**config.mk**
```make
export PLATFORM = sky130hd
export DESIGN_NAME = multicycle_ctrl
export DESIGN_NICKNAME = d
export VERILOG_FILES = /design/src/rtl/multicycle_ctrl.sv
export SDC_FILE = /design/constraint.sdc
export NUM_CORES = 1
export LEC_CHECK = 0
export CAP_MARGIN = 0
export CORE_MARGIN = 2
export CORE_UTILIZATION = 35
export CTS_CLUSTER_DIAMETER = 120
export DETAILED_ROUTE_END_ITERATION = 8
export PLACE_DENSITY = 0.68
export SYNTH_ARGS = -nofsm -noshare
export SYNTH_HDL_FRONTEND = slang
export SYNTH_SLANG_ARGS = --single-unit
```
**constraint.sdc**
```tcl
create_clock -name CLK -period 2.7 [get_ports CLK]
set_input_delay 0.405 -clock CLK [delete_from_list [all_inputs] [get_ports CLK]]
set_output_delay 0.405 -clock CLK [all_outputs]
set_load 0.1 [all_outputs]
```
**src/rtl/multicycle_ctrl.sv**
```systemverilog
// multicycle_ctrl
//   Moore control FSM for a small multicycle processor. Sequences each
//   instruction through FETCH / DECODE / EXEC / [MEM] / [WB], drives the
//   datapath strobes and selects, supervises data-memory waits with a
//   16-cycle timeout, and counts retired instructions.
//
// Ports
//   CLK            in   rising-edge clock
//   RST_N          in   synchronous active-low reset
//   START          in   leave IDLE / HALTED (ignored in every other state)
//   OPCODE[3:0]    in   instruction opcode, sampled in DECODE only
//   MEM_READY      in   data-memory acknowledge, sampled in MEM only
//   IR_WRITE       out  load instruction register
//   PC_WRITE       out  load PC unconditionally
//   PC_WRITE_COND  out  load PC if ALU result is zero
//   ALU_OP[1:0]    out  00 add, 01 sub, 10 and
//   ALU_SRC_B[1:0] out  00 register B, 01 constant 1, 10 immediate
//   REG_WRITE      out  register-file write enable
//   REG_DST        out  destination register select (1 = rd field)
//   MEM_READ       out  data-memory read strobe
//   MEM_WRITE      out  data-memory write strobe
//   MEM_TO_REG     out  write-back data from memory
//   HALT           out  processor halted
//   ERR            out  halt was caused by an error
//   STATE[2:0]     out  current state code
//   INSTR_COUNT    out  retired-instruction count (wraps silently)
module multicycle_ctrl #(
    // Value loaded into INSTR_COUNT by reset.
    parameter logic [15:0] INSTR_COUNT_RESET = 16'h0000
) (
    input  logic        CLK,
    input  logic        RST_N,
    input  logic        START,
    input  logic [3:0]  OPCODE,
    input  logic        MEM_READY,
    output logic        IR_WRITE,
    output logic        PC_WRITE,
    output logic        PC_WRITE_COND,
    output logic [1:0]  ALU_OP,
    output logic [1:0]  ALU_SRC_B,
    output logic        REG_WRITE,
    output logic        REG_DST,
    output logic        MEM_READ,
    output logic        MEM_WRITE,
    output logic        MEM_TO_REG,
    output logic        HALT,
    output logic        ERR,
    output logic [2:0]  STATE,
    output logic [15:0] INSTR_COUNT
);

    typedef enum logic [2:0] {
        S_IDLE   = 3'd0,
        S_FETCH  = 3'd1,
        S_DECODE = 3'd2,
        S_EXEC   = 3'd3,
        S_MEM    = 3'd4,
        S_WB     = 3'd5,
        S_HALTED = 3'd6,
        S_BAD    = 3'd7
    } state_t;

    typedef enum logic [3:0] {
        OP_HALT = 4'd0,
        OP_ADD  = 4'd1,
        OP_SUB  = 4'd2,
        OP_AND  = 4'd3,
        OP_ADDI = 4'd4,
        OP_LW   = 4'd5,
        OP_SW   = 4'd6,
        OP_BEQ  = 4'd7
    } opcode_t;

    typedef enum logic [1:0] {
        ALU_ADD = 2'b00,
        ALU_SUB = 2'b01,
        ALU_AND = 2'b10
    } alu_op_t;

    typedef enum logic [1:0] {
        SRC_REG = 2'b00,
        SRC_ONE = 2'b01,
        SRC_IMM = 2'b10
    } src_b_t;

    state_t      state, state_nx;
    logic [3:0]  opcode_q, opcode_nx;
    logic [3:0]  wait_cnt, wait_nx;
    logic        err_q, err_nx;
    logic [15:0] instr_count;
    logic        retire;

    // ------------------------------------------------------------------
    // State register
    // ------------------------------------------------------------------
    always_ff @(posedge CLK) begin
        if (!RST_N) begin
            state       <= S_IDLE;
            opcode_q    <= '0;
            wait_cnt    <= '0;
            err_q       <= 1'b0;
            instr_count <= INSTR_COUNT_RESET;
        end else begin
            state       <= state_nx;
            opcode_q    <= opcode_nx;
            wait_cnt    <= wait_nx;
            err_q       <= err_nx;
            instr_count <= instr_count + {15'd0, retire};
        end
    end

    // ------------------------------------------------------------------
    // Next-state logic
    // ------------------------------------------------------------------
    always_comb begin
        state_nx  = state;
        opcode_nx = opcode_q;
        wait_nx   = wait_cnt;
        err_nx    = err_q;
        retire    = 1'b0;

        case (state)
            S_IDLE: begin
                if (START) begin
                    state_nx = S_FETCH;
                end
            end

            S_FETCH: begin
                state_nx = S_DECODE;
            end

            S_DECODE: begin
                opcode_nx = OPCODE;
                if (OPCODE == OP_HALT) begin
                    state_nx = S_HALTED;
                    err_nx   = 1'b0;
                end else if (OPCODE[3]) begin
                    state_nx = S_HALTED;
                    err_nx   = 1'b1;
                end else begin
                    state_nx = S_EXEC;
                end
            end

            S_EXEC: begin
                case (opcode_q)
                    OP_ADD, OP_SUB, OP_AND, OP_ADDI: begin
                        state_nx = S_WB;
                    end
                    OP_LW, OP_SW: begin
                        state_nx = S_MEM;
                        wait_nx  = '0;
                    end
                    OP_BEQ: begin
                        state_nx = S_FETCH;
                        retire   = 1'b1;
                    end
                    default: begin
                        state_nx = S_HALTED;
                        err_nx   = 1'b1;
                    end
                endcase
            end

            S_MEM: begin
                // An acknowledge in the last permitted wait cycle still
                // completes the access, so it is tested before the timeout.
                if (MEM_READY) begin
                    case (opcode_q)
                        OP_LW: begin
                            state_nx = S_WB;
                        end
                        OP_SW: begin
                            state_nx = S_FETCH;
                            retire   = 1'b1;
                        end
                        default: begin
                            state_nx = S_HALTED;
                            err_nx   = 1'b1;
                        end
                    endcase
                end else if (wait_cnt == 4'hF) begin
                    state_nx = S_HALTED;
                    err_nx   = 1'b1;
                end else begin
                    wait_nx = wait_cnt + 4'd1;
                end
            end

            S_WB: begin
                state_nx = S_FETCH;
                retire   = 1'b1;
            end

            S_HALTED: begin
                if (START) begin
                    state_nx = S_FETCH;
                    err_nx   = 1'b0;
                end
            end

            default: begin
                state_nx = S_HALTED;
                err_nx   = 1'b1;
            end
        endcase
    end

    // ------------------------------------------------------------------
    // Moore outputs: current state and captured opcode only
    // ------------------------------------------------------------------
    always_comb begin
        IR_WRITE      = 1'b0;
        PC_WRITE      = 1'b0;
        PC_WRITE_COND = 1'b0;
        ALU_OP        = ALU_ADD;
        ALU_SRC_B     = SRC_REG;
        REG_WRITE     = 1'b0;
        REG_DST       = 1'b0;
        MEM_READ      = 1'b0;
        MEM_WRITE     = 1'b0;
        MEM_TO_REG    = 1'b0;
        HALT          = 1'b0;

        case (state)
            S_FETCH: begin
                IR_WRITE  = 1'b1;
                PC_WRITE  = 1'b1;
                ALU_OP    = ALU_ADD;
                ALU_SRC_B = SRC_ONE;
            end

            S_EXEC: begin
                case (opcode_q)
                    OP_ADD: begin
                        ALU_OP    = ALU_ADD;
                        ALU_SRC_B = SRC_REG;
                    end
                    OP_SUB: begin
                        ALU_OP    = ALU_SUB;
                        ALU_SRC_B = SRC_REG;
                    end
                    OP_AND: begin
                        ALU_OP    = ALU_AND;
                        ALU_SRC_B = SRC_REG;
                    end
                    OP_ADDI, OP_LW, OP_SW: begin
                        ALU_OP    = ALU_ADD;
                        ALU_SRC_B = SRC_IMM;
                    end
                    OP_BEQ: begin
                        ALU_OP        = ALU_SUB;
                        ALU_SRC_B     = SRC_REG;
                        PC_WRITE_COND = 1'b1;
                    end
                    default: ;
                endcase
            end

            S_MEM: begin
                MEM_READ  = (opcode_q == OP_LW);
                MEM_WRITE = (opcode_q == OP_SW);
            end

            S_WB: begin
                REG_WRITE  = 1'b1;
                REG_DST    = (opcode_q == OP_ADD) || (opcode_q == OP_SUB) ||
                             (opcode_q == OP_AND);
                MEM_TO_REG = (opcode_q == OP_LW);
            end

            S_HALTED: begin
                HALT = 1'b1;
            end

            default: ;
        endcase
    end

    // err_q is only ever set on the transition into HALTED and cleared on
    // the way out, so it can drive ERR directly.
    assign ERR         = err_q;
    assign STATE       = state;
    assign INSTR_COUNT = instr_count;

endmodule

```
# Yosys cells after proc, flatten, opt, wreduce, memory -nomap -nowiden
# Cells that the tools add are included.
# W data, S select, Z words.
dict set report op_classes {
  add_sub_neg 2
  eq_ne 23
  n_mux 36
  bitwise 1
  reduce_logical 15
}
# op n
set op_table {}
lappend op_table {{$mux W1} 18}
lappend op_table {{$pmux W3 S6} 1}
lappend op_table {{$add A16 B1 Y16} 1}
lappend op_table {{$eq A4 B3 Y1 const B} 4}
lappend op_table {{$mux W3} 5}
lappend op_table {{$mux W4} 3}
lappend op_table {{$ne A2 B2 Y1 const B} 5}
lappend op_table {{$eq A3 B3 Y1 const B} 3}
lappend op_table {{$ne A3 B3 Y1 const B} 3}
lappend op_table {{$pmux W3 S3} 1}
lappend op_table {{$eq A4 B2 Y1 const B} 2}
lappend op_table {{$pmux W2 S2} 2}
lappend op_table {{$pmux W4 S2} 1}
lappend op_table {{$reduce_or A7 Y1} 1}
lappend op_table {{$eq A3 B2 Y1 const B} 2}
lappend op_table {{$pmux W3 S2} 1}
lappend op_table {{$reduce_and A6 Y1} 1}
lappend op_table {{$reduce_or A2 Y1} 3}
lappend op_table {{$reduce_or A3 Y1} 2}
lappend op_table {{$pmux W1 S5} 1}
lappend op_table {{$add A4 B1 Y4 const B} 1}
lappend op_table {{$eq A4 B1 Y1 const B} 1}
lappend op_table {{$eq A4 B4 Y1 const B} 1}
lappend op_table {{$logic_not A4 Y1} 1}
lappend op_table {{11 further kinds} 13}
dict set report word_totals {
  register_bits 28
  input_bits 8
  elab_cells 82
}

# Depth between registers and ports, before layout
dict set report logic_depth {
  word_depth 5
  mapped_depth 12
  ltp_nobuf 10
}

# Least setup slack after synthesis
# No wires, ideal clock.
dict set report synth_timing {
  path_type {reg2out}
  from {reg state[0] (netlist: STATE[0])}
  to {out REG_DST}
  t_arrival_ns 4.612
  required_time_ns 2.295
  path_slack_ns -2.317
  stages_incl_launch_ff 5
  path_buffers 2
  cell_sequence {dfxtp_1 > clkbuf_1 > clkbuf_1 > nand3_1 > nor4_1}
}
dict set report synth_via {
  elab_chain_cells 2
}
# element line
set synth_lines {}
lappend synth_lines {{start, declared} 86} ;# state_t state, state_nx;
lappend synth_lines {{start signal, assigned} 104} ;# state <= state_nx;
lappend synth_lines {{$eq A3 B3 Y1} 226} ;# case (state)
lappend synth_lines {{$mux W1} 226}
lappend synth_lines {{end, declared} 42} ;# output logic REG_DST,
# Every way passes these cells.

# Final worst setup path
dict set report layout_timing {
  from {reg state[1] (netlist: STATE[1])}
  to {reg instr_count[15] (netlist: INSTR_COUNT[15])}
}
dict set report layout_via {
  elab_chain_cells 3
  word_cells_on_any_way 5
  cone_classes {1 x add/sub; 3 x eq/ne; 1 x mux}
}
# element line
set layout_lines {}
lappend layout_lines {{$eq A3 B3 Y1 / $eq A3 B2 Y1 (equally long branches)} 122} ;# case (state)
lappend layout_lines {{$pmux W1 S3 *} 122}
lappend layout_lines {{$add A16 B1 Y16 *} 108} ;# instr_count <= instr_count + {15'd0, retire};
lappend layout_lines {{end signal, assigned} 108}
lappend layout_lines {{end, declared} 90} ;# logic [15:0] instr_count;
# Mark *: on every way between the ends. The rest lies on a longest branch, timed or not.
# A chain may end at the register's enable or synchronous reset.

==> reports/qor.yml <==
status:
  outcome: "complete, no violations"
final_layout:
  antennaDiodeCount: 0
  fin_nets: 241
  stdcell_area_mm2: 0.00219
  syn2layout_area_growth_pct: 40.5
  layout-drive-gt1-share: 0.279
placement:
  place_congestion: 0.923
  pre_cts_ws_ps: 3.66
  numPortBuffers: 40
  dpl-instance-area_mm2: 0.00212
  place_hpwl_um: 2630
synth:
  synthArstFlopShare: 0
  synth_ff_type: "dfxtp_1"
  syn_inst: 187
  synth_nets: 198
  synth_edf_count: 0
  yosysWarningCount: 0
  ys_types: 44
  ys_seq_area_frac: 0.360
  ys_ff_latch: 28
  syn_area_per_cell_um2: 8.32
  netlist_area_mm2: 0.00156
setup_path:
  slowest_delay_ps: 460
  critPathArrivalTime_ps: 2700
  crit_type: "flop to flop"
  cp_top_family: "simple AND/OR/NAND/NOR gates"
  crit_fanout: 5
  cpMostUsedCell: "and2_1"
  path_buf_inv: 0
  critPathRequiredTime_ps: 2910
  r2r_setup_slack_ps: 210
  path_cells: "nor4bb_1, nand2_1, o22ai_1, ha_1, and2_1, and2_1, nand3_1, or3_1, a21boi_0"
  critPathSlowestCell: "nor4bb_1"
  crit_path_start_kind: "flop"
  rr_worst_depth: 9
  r2r_start: "STATE[1]$_SDFFE_PN0P_"
  critPathCaptureType: "flop"
  rr_endpoint: "INSTR_COUNT[15]$_SDFF_PN0_"
sta:
  fmax_ghz: 0.402
  hold_violations: 0
  finalCritPeriodShare: 0.922
  setup_viol: 0
  tightestPinTransition_ps: 717
  worst_slack_ps: 212
  rsz0062_at_grt: "no"
  fin_crit_ps: 2490
  fin_skew_ps: 4.92
  report.final.slew_viol_count: 0
  slew_headroom: 0.521
drt:
  wl_per_cell_um: 12.5
  drt-pass1-iter-count: 4
  totalWireLength_um: 3530
  ant_nets: 0
  drt-initial-drc-count: 77
  vias: 1430
  vias_per_cell: 5.09
  drcViolationCount: 0
die:
  dieArea_mm2: 0.00499
  core_mm2: 0.00432
  die_x_um: 70.7
  rows: 24
  initial_utilization: 0.360
  ios: 41
  die_height_um: 70.7
cts:
  cts_setup_buffers: 0
  clock_latency_ps: 280
  clk_pin_slew_ps: 100
  clockBufferDepth: 2
  holdBufCountCts: 0
  cts_buffers: 3
  cts_max_level: 1
  cts_tree: "built"
  clock_sinks: 28
  root_buffer: "clkbuf_8"
  cts_resized: 0
pwr:
  power_density_mw_per_mm2: 743
  leakagePower_nw: 0.878
  max-vdd-ir-drop_uv: 284
min_path:
  min_path_cells: 2
  hold_path.class: "flop to flop"
  min_from: "wait_cnt[1]$_SDFFE_PN0P_"
  hold_end: "wait_cnt[1]$_SDFFE_PN0P_"
global_route:
  grt_pass1_vias: 1297
  gr-usage-all-layers: 0.145
  grt_pass1_wl_um: 5940
  grt_max_degree: 28
  grt-ovfl-total: 0
  antenna_found_initial: 0
run:
  maxCapViolations: 0
registers in the layout, indices dropped and copies added (netlist names):
| name | count |
|---|---|
| opcode_q | 4 |
| STATE | 3 |
| INSTR_COUNT | 16 |
| ERR | 1 |
| wait_cnt | 4 |
cells in the mapped netlist (all sizes together) (2+ instances only):
cell type / count / area [µm²]
buf: 2 / 15.0
and3: 4 / 25.0
and4: 2 / 17.5
nand2b: 2 / 12.5
a21boi: 8 / 60.1
xor2: 5 / 43.8
or3: 5 / 31.3
a21o: 2 / 15.0
xnor2: 11 / 96.3
nor2b: 3 / 18.8
nor4b: 2 / 17.5
ha: 3 / 37.5
and2: 17 / 109
nor2: 10 / 37.5
o211ai: 2 / 15.0
clkbuf: 10 / 37.5
dfxtp: 28 / 561
inv: 6 / 22.5
nand3: 10 / 50.1
a21oi: 5 / 25.0
nand4: 4 / 25.0
nor3b: 3 / 22.5
nand2: 14 / 52.6
a31oi: 2 / 12.5
o21ai: 9 / 45.0
nor3: 2 / 10.0
worst reg2reg max path, cell delays in order (launching register included):
cell and delay, ps:
dfxtp_4 360, nor4bb_1 460, nand2_1 170, o22ai_1 230, ha_1 200, and2_1 140
and2_1 170, nand3_1 160, or3_1 370, a21boi_0 160
per-layer routing:
metal  vias to the layer above  GRT usage  wire length, µm  share of wire
met5                         -          0                0              0
met4                         0     0.0482               44          0.012
li1                        739          -                -              -
met3                         4     0.0214              165          0.047
met1                       659      0.206             1710           0.48
met2                        28      0.227             1610           0.46
area by class of cell:
type / count / area, µm²
Sequential cell: 28 / 569
Multi-Input combinational cell: 141 / 995
Inverter: 6 / 22.5
Timing Repair Buffer: 50 / 468
Tap cell: 52 / 65.1
Clock buffer: 4 / 66.3
Fill cell: 443 / 2140
per-stage QoR:
stage / TNS (ps) / hold WS (ps) / power [mW] / cells / utilization
2_1_floorplan: -54.5 / 448 / 1.19 / 187 / -
3_3_place_gp: 0 / 463 / 1.33 / 277 / 0.490
3_5_place_dp: 0 / 469 / 1.33 / 277 / 0.490
4_1_cts: 0 / 485 / 1.63 / 281 / 0.505
5_1_grt: 0 / 532 / 1.72 / 281 / 0.505
6_report: 0 / 483 / 1.62 / 281 / 0.505
worst max path at each step:
stage,startpoint,end,cells past startpoint
final,STATE[1]$_SDFFE_PN0P_,INSTR_COUNT[15]$_SDFF_PN0_,9
after global routing,opcode_q[3]$_SDFFE_PN0P_,INSTR_COUNT[13]$_SDFF_PN0_,9
after CTS,STATE[1]$_SDFFE_PN0P_,INSTR_COUNT[15]$_SDFF_PN0_,9
after detailed placement,MEM_READY,INSTR_COUNT[15]$_SDFF_PN0_,11
after global placement,MEM_READY,INSTR_COUNT[15]$_SDFF_PN0_,11
after floorplan,STATE[2]$_SDFFE_PN0P_,REG_DST,3
power by group:
part           internal, mW  leakage [nW]  switching, mW
Sequential            0.459         0.228         0.0322
Combinational         0.243         0.615          0.587
Clock                 0.162        0.0339          0.142
Total                 0.863         0.878          0.761
logic make-up after synthesis:
logic type,Yosys count,share of synthesized area
DFF,28,0.360
AOI/OAI and AO/OA,39,0.174
adders and majority gates,3,0.0241
xor gates and xnor gates,16,0.0901
and+or+nand+nor,83,0.303
buffers and inverters,18,0.0483
placed cells by master, fill, tap and decap left out, types with 5 or more instances in the layout:
cell and instances:
nor2_1 7, o21ai_0 9, inv_1 6, buf_4 37
nand3_1 10, or3_1 5, xnor2_1 11, dfxtp_1 25
a21boi_0 7, and2_1 16, nand2_1 14, xor2_1 5
clkdlybuf4s50_1 7, buf_12 6
Note: power is estimated with default switching activity, not from simulation.
